===== src/rtl/button_event_gen_pkg.sv =====
// button_event_gen_pkg: shared per-button state encoding and 50 MHz default timings.
package button_event_gen_pkg;
  typedef enum logic [2:0] {WAIT_REL, IDLE, COUNT, HELD, LOCK} btn_state_t;
  localparam int CNT_W_DEF = 28;
  localparam int LONG_CYCLES_DEF = 150_000_000;
  localparam int COMBO_CYCLES_DEF = 250_000_000;
endpackage


===== src/rtl/button_event_gen_if.sv =====
// button_event_gen_if: debounced button levels in, one-cycle semantic events out.
interface button_event_gen_if;
  logic btn1_pressed;
  logic btn2_pressed;
  logic btn1_short;
  logic btn1_long;
  logic btn2_short;
  logic btn2_long;
  logic combo;
  modport master (
    output btn1_pressed, btn2_pressed,
    input  btn1_short, btn1_long, btn2_short, btn2_long, combo
  );
  modport slave (
    input  btn1_pressed, btn2_pressed,
    output btn1_short, btn1_long, btn2_short, btn2_long, combo
  );
endinterface


===== src/rtl/button_event_gen_press_classifier.sv =====
// press_classifier: classifies one button's presses into short/long one-cycle pulses.
module press_classifier
  import button_event_gen_pkg::*;
#(
  parameter int LONG_CYCLES = LONG_CYCLES_DEF,
  parameter int CNT_W = CNT_W_DEF
) (
  input  logic clk,
  input  logic rst,
  input  logic pressed,
  input  logic lock,
  output logic short_p,
  output logic long_p
);
  localparam logic [CNT_W-1:0] LAST = CNT_W'(LONG_CYCLES - 1);
  btn_state_t state, state_n;
  logic [CNT_W-1:0] cnt, cnt_n;
  logic short_n, long_n;
  always_ff @(posedge clk or posedge rst)
    if (rst) begin
      state <= WAIT_REL;
      cnt <= '0;
      short_p <= 1'b0;
      long_p <= 1'b0;
    end else begin
      state <= state_n;
      cnt <= cnt_n;
      short_p <= short_n;
      long_p <= long_n;
    end
  always_comb begin
    state_n = state;
    cnt_n = cnt;
    short_n = 1'b0;
    long_n = 1'b0;
    if (lock) begin
      state_n = LOCK;
      cnt_n = '0;
    end else
      case (state)
        WAIT_REL: state_n = pressed ? WAIT_REL : IDLE;
        IDLE: if (pressed) begin
          state_n = COUNT;
          cnt_n = CNT_W'(1);
        end
        COUNT: if (!pressed) begin
          short_n = 1'b1;
          state_n = IDLE;
          cnt_n = '0;
        end else begin
          cnt_n = cnt + 1'b1;
          long_n = cnt == LAST;
          state_n = cnt == LAST ? HELD : COUNT;
        end
        HELD: if (!pressed) begin
          state_n = IDLE;
          cnt_n = '0;
        end
        default: state_n = IDLE;
      endcase
  end
endmodule


===== src/rtl/button_event_gen.sv =====
// button_event_gen: two press classifiers plus the combo-hold counter and lock that suppresses them.
module button_event_gen
  import button_event_gen_pkg::*;
#(
  parameter int LONG_CYCLES = LONG_CYCLES_DEF,
  parameter int COMBO_CYCLES = COMBO_CYCLES_DEF,
  parameter int CNT_W = CNT_W_DEF
) (
  input logic clk,
  input logic rst,
  button_event_gen_if.slave bus
);
  localparam logic [CNT_W-1:0] CMAX = CNT_W'(COMBO_CYCLES);
  logic both, lock_q, lock_n, combo_n;
  logic [CNT_W-1:0] ccnt, ccnt_n;
  assign both = bus.btn1_pressed & bus.btn2_pressed;
  // Lock feeds the classifiers combinationally so both enter LOCK on the first overlap edge.
  assign lock_n = both | (lock_q & (bus.btn1_pressed | bus.btn2_pressed));
  assign ccnt_n = !both ? '0 : ccnt == CMAX ? ccnt : ccnt + 1'b1;
  assign combo_n = both && ccnt == CMAX - 1'b1;
  always_ff @(posedge clk or posedge rst)
    if (rst) begin
      lock_q <= 1'b0;
      ccnt <= '0;
      bus.combo <= 1'b0;
    end else begin
      lock_q <= lock_n;
      ccnt <= ccnt_n;
      bus.combo <= combo_n;
    end
  press_classifier #(.LONG_CYCLES(LONG_CYCLES), .CNT_W(CNT_W)) u_btn1 (
    .clk(clk), .rst(rst), .pressed(bus.btn1_pressed), .lock(lock_n),
    .short_p(bus.btn1_short), .long_p(bus.btn1_long)
  );
  press_classifier #(.LONG_CYCLES(LONG_CYCLES), .CNT_W(CNT_W)) u_btn2 (
    .clk(clk), .rst(rst), .pressed(bus.btn2_pressed), .lock(lock_n),
    .short_p(bus.btn2_short), .long_p(bus.btn2_long)
  );
endmodule


===== src/flat_wrapper.sv =====
// flat-port wrapper written by rule: the top's interface ports become plain ports
module button_event_gen_flat import button_event_gen_pkg::*;
#(
  parameter int LONG_CYCLES = LONG_CYCLES_DEF,
  parameter int COMBO_CYCLES = COMBO_CYCLES_DEF,
  parameter int CNT_W = CNT_W_DEF
)
  (clk, rst, bus_btn1_pressed, bus_btn2_pressed, bus_btn1_short, bus_btn1_long, bus_btn2_short, bus_btn2_long, bus_combo);
  button_event_gen_if bus_i ();
  input logic clk;
  input logic rst;
  input wire logic [$bits(bus_i.btn1_pressed)-1:0] bus_btn1_pressed;
  input wire logic [$bits(bus_i.btn2_pressed)-1:0] bus_btn2_pressed;
  output wire logic [$bits(bus_i.btn1_short)-1:0] bus_btn1_short;
  output wire logic [$bits(bus_i.btn1_long)-1:0] bus_btn1_long;
  output wire logic [$bits(bus_i.btn2_short)-1:0] bus_btn2_short;
  output wire logic [$bits(bus_i.btn2_long)-1:0] bus_btn2_long;
  output wire logic [$bits(bus_i.combo)-1:0] bus_combo;
  assign bus_i.btn1_pressed = bus_btn1_pressed;
  assign bus_i.btn2_pressed = bus_btn2_pressed;
  assign bus_btn1_short = bus_i.btn1_short;
  assign bus_btn1_long = bus_i.btn1_long;
  assign bus_btn2_short = bus_i.btn2_short;
  assign bus_btn2_long = bus_i.btn2_long;
  assign bus_combo = bus_i.combo;
  button_event_gen #(.LONG_CYCLES(LONG_CYCLES), .COMBO_CYCLES(COMBO_CYCLES), .CNT_W(CNT_W)) u_core (.clk(clk), .rst(rst), .bus(bus_i));
endmodule

===== config.mk =====
export PLATFORM = sky130hd
export DESIGN_NAME = button_event_gen_flat
export DESIGN_NICKNAME = d
export VERILOG_FILES = /design/src/rtl/button_event_gen_pkg.sv /design/src/rtl/button_event_gen_if.sv /design/src/rtl/button_event_gen_press_classifier.sv /design/src/rtl/button_event_gen.sv /design/src/flat_wrapper.sv
export SDC_FILE = /design/constraint.sdc
export NUM_CORES = 1
export LEC_CHECK = 0
export ABC_CLOCK_PERIOD_IN_PS = 2700
export BUFFER_PORTS_ARGS = -buffer_cell sky130_fd_sc_hd__buf_2
export CAP_MARGIN = 25
export CORE_MARGIN = 1.5
export CORE_UTILIZATION = 35
export CTS_BUF_LIST = sky130_fd_sc_hd__clkbuf_8
export DETAILED_ROUTE_END_ITERATION = 7
export GPL_ROUTABILITY_DRIVEN = 0
export PLACE_DENSITY_LB_ADDON = 0.1
export SYNTH_ARGS = -nofsm -noshare
export SYNTH_HDL_FRONTEND = slang
export SYNTH_SLANG_ARGS = --single-unit

===== constraint.sdc =====
create_clock -name clk -period 2.7 [get_ports clk]
set_clock_uncertainty 0.2 [all_clocks]
set_input_delay 0.27 -clock clk [delete_from_list [all_inputs] [get_ports clk]]
set_output_delay 0.27 -clock clk [all_outputs]
set_load 0.01 [all_outputs]

==> impl.org <==
** STA
- The worst path uses 92.1% of the clock period.
- The worst path needs 2490 ps of the cycle, external delays included.
- Max Slew Vio Count :: 0
- Slew @ Worst Pin :: 868 ps
- RSZ-0062 raised after global routing :: false
- Setup total negative slack on the finished layout was measured at 0 ps.
- Max Clock Freq :: 0.402 GHz
- Final Hold Fails :: 0
- Rel. slew slack :: 41.9%
- Setup violations remaining at the end of the flow were counted as 0.

** Setup path
- The worst setup path is launched from a primary input.
- In this design, the stage delay of the slowest critical-path cell is 640 ps.
- Among all stages on the critical path, the largest delay is contributed by or3_1.
- Critical path endpoint category :: flip-flop
- Traced cell by cell, the critical path runs through dlygate4sd3_1 > buf_2 > maj3_2 > or3_1 > or3_1 > o21ai_1.
- Worst path most repeated cell :: or3_1
- The setup path with the least slack is of type primary input to flip-flop.
- STA puts the critical path data arrival time at 2590 ps.
- Data on the critical path is required at its endpoint by 2800 ps.
- Highest net fanout along the worst path :: 18

** Clock network
- CTS built an H-tree with a depth of 3.
- In this run the post-CTS setup repair buffer count came out at 0.
- TritonCTS sink count :: 96
- CTS tree :: built
- Clock-pin slew on the worst setup and hold paths :: 90 ps
- Gates resized during post-CTS repair numbered 0.
- The later pin in the worst-skew pair is clocked with a latency of 370 ps.
- Clock tree synthesis inserted a total of 9 buffers.
- The cell sitting at the root of the clock tree is a clkbuf_8.
- Buffers from clock root to sink, at most :: 2

** Pwr
- The clock network burns 37.0% of the power.
- Internal :: 1.98 mW
- For this design the static power due to leakage is 2.28 nW.
- The share of total power dissipated in combinational logic is 7.2%.
- Worst VDD drop :: 0.174 mV
- PnR Total Power :: 2.63 mW
- In this run the power spent charging and discharging nets is 0.654 mW.
- Net switching is 24.8% of the power.
- Per report_power, the sequential group accounts for 55.7% of the total.
- Dividing total power by cell area gives a power density of 471 nW/um^2.

** Global routing
- Wire length of the first global-routing pass :: 19.3 mm
- Initial antenna violation count :: 0
- Maximum number of pins on one net before global-route repair :: 97
- The total overflow left after global routing is 0.
- The number of global-route vias before repair is 3888.
- In the global route stage, overall resource usage came out at 16.2%.

** Yosys
- Cell with the most instances after synthesis :: dfrtp_1
- Synthesis produced a netlist whose cell count is 548.
- Synthesized Nets :: 556
- dfrtp_1 takes more of the synthesized area than any other cell.
- The average instance in the mapped netlist occupies 9.19 um^2.
- Area share of the leading cell type in the synthesized netlist :: 47.7%
- Register area share after synthesis :: 47.7%
- Top post-synthesis cells by count :: dfrtp_1, nor2_1, nand2_1, o21ai_0, xor2_1
- The synthesized design contains 0 enable-type register cells.
- In this run, synthesis produced a sequential element count of 96.
- Total standard cell area after synthesis :: 5040 um^2
- During synthesis, Yosys emitted a total of 0 warnings.
- Most used flip-flop cell after synthesis :: dfrtp_1
- Biggest area contributors in the synthesized netlist :: dfrtp_1, xor2_1, nor2_1, nand4_1, o21ai_0
- The netlist uses 55 different library cells.
- Of all flip-flops after synthesis, the portion carrying an async set or reset was 100%.

** Detailed routing
- Final wirelength :: 11.3 mm
- Detailed-routing iteration count for the pre-antenna-repair pass :: 4
- After detailed routing, the average wire length per cell comes to 15.0 um.
- Via count :: 4022
- The detail route stage leaves a number of antenna-violating nets equal to 0.
- Initial DRC count :: 247
- Remaining DRCs :: 0
- Using the TritonRoute via totals, the vias-per-cell ratio works out to 5.33.

** Floorplanning
- Die X :: 123 um
- Effective utilization at floorplan :: 36.0%
- In this run the standard cell core region covers 14000 um^2.
- The floorplan step set the die height to 123 um.
- The floorplan has 43 rows.
- The die covers 15100 um^2.
- Top-level port count :: 9

** Cells and area
- 0 antenna diodes ended up in the layout.
- Fraction of final layout cells sized beyond drive strength 1 :: 9.06%
- Total Nets Final :: 577
- Relative to the synthesized area, the layout overhead comes to 11.0%.

** Outcome
- The flow ran to the end, and the final reports show no timing, DRC or antenna violations.

** Worst hold path
- The min-delay analysis places its worst path in the category flip-flop to flip-flop.

** Placed design
- Port buffer count :: 8
- The wire-length estimate of the detail-placed layout is 7.61 mm.

** Job
- Across the run, the number of max-cap violations was 0.
[placed cells by master (no fill, tap or decap), types with 2 or more instances in the layout]
cell type / instances
dfrtp_1: 96
nor2_1: 74
nand2_1: 54
o21ai_0: 41
xor2_1: 41
nand3_1: 38
nand4_1: 34
nor4_1: 19
buf_4: 16
a21oi_1: 15
inv_1: 13
clkbuf_8: 11
nor3_1: 9
or3_1: 8
buf_2: 8
nand2b_1: 7
nor2b_1: 6
xnor2_1: 6
a31oi_1: 6
and3_1: 5
and4_1: 4
or4_1: 4
and2_1: 4
nor4b_1: 4
ha_1: 4
o31ai_1: 3
dlygate4sd3_1: 3
a22o_1: 2
a21o_1: 2
nor4_2: 2
o41ai_1: 2
o211ai_1: 2
a211oi_1: 2
and4b_1: 2
mux2_2: 2
maj3_1: 2
clkinv_2: 2
[path summary, 6_finish.rpt]
| kind | startpoint | to | slack (ps) | cells past startpoint |
|---|---|---|---|---|
| hold / removal | u_core.u_btn1.state[2] | u_core.u_btn1.short_p | 300 | 1 |
| hold reg to reg | u_core.u_btn1.state[2] | u_core.u_btn1.short_p | 300 | 1 |
| max in group asynchronous | rst | u_core.ccnt[13] | 1510 | 4 |
| min in group asynchronous | rst | u_core.ccnt[6] | 370 | 4 |
| setup / recovery | bus_btn1_pressed | u_core.u_btn1.cnt[4] | 210 | 6 |
| setup reg to reg | u_core.lock_q | u_core.u_btn1.cnt[4] | 360 | 4 |
[flip-flops by register name, summed over array words and instances, names as in the netlist]
| signal | flops |
|---|---|
| u_core.u_btn1.state | 3 |
| u_core.u_btn2.long_p | 1 |
| u_core.u_btn2.short_p | 1 |
| u_core.ccnt | 28 |
| u_core.u_btn2.state | 3 |
| u_core.u_btn1.cnt | 28 |
| u_core.bus.combo | 1 |
| u_core.lock_q | 1 |
| u_core.u_btn2.cnt | 28 |
| u_core.u_btn1.short_p | 1 |
| u_core.u_btn1.long_p | 1 |
[logic make-up after synthesis]
kind of cell | Yosys count | share of synthesized area (%)
xor+xnor | 47 | 8.17
flops | 96 | 47.7
buf+inv | 30 | 2.73
compound gates | 82 | 9.98
fa+ha+maj | 7 | 1.61
mux | 3 | 0.646
simple gates | 283 | 29.2
[critical path: cells and delay by family]
kind | cells | cell delay, ps
compound gates | 1 | 70
fa+ha+maj | 1 | 460
buf+inv | 2 | 720
simple gates | 2 | 1070
[stage by stage]
step / hold WS, ps / util (%) / instance area (um^2) / std cells / setup WS (ps)
2_1_floorplan: 247 / - / 5040 / 548 / 641
3_3_place_gp: 264 / 38.3 / 5360 / 735 / 408
3_5_place_dp: 277 / 38.3 / 5360 / 735 / 373
4_1_cts: 300 / 40.0 / 5590 / 754 / 223
5_1_grt: 341 / 40.0 / 5590 / 754 / 117
6_report: 300 / 40.0 / 5590 / 754 / 213
[area by class of cell]
cell class	count	area, um^2
Fill cell	1431	8400
Inverter	12	48.8
Timing Repair Buffer	28	210
Tap cell	180	225
Multi-Input combinational cell	422	2500
Clock inverter	5	47.5
Sequential cell	96	2400
Clock buffer	11	151
[routing by layer]
metal,vias to the layer above,GRT usage [%],wire length (um)
met1,1945,22.2,5600
met5,-,0,0
met2,43,25.7,5250
li1,2019,-,-
met3,15,2.21,212
met4,0,7.26,232
[power groups by stage]
stage | clock, mW | combinational, mW | sequential (mW)
4_1_cts | 1.02 | 0.196 | 1.47
3_5_place_dp | 0 | 0.191 | 1.50
6_report | 0.975 | 0.190 | 1.47
2_1_floorplan | 0 | 0.134 | 1.49
5_1_grt | 1.08 | 0.215 | 1.47
3_3_place_gp | 0 | 0.191 | 1.50
[repair_timing]
action	CTS	global route
endpoints found under the hold margin	98	0
endpoints found under the setup margin	0	0
hold buffers	3	0
Power figures use the tool's default switching activity.
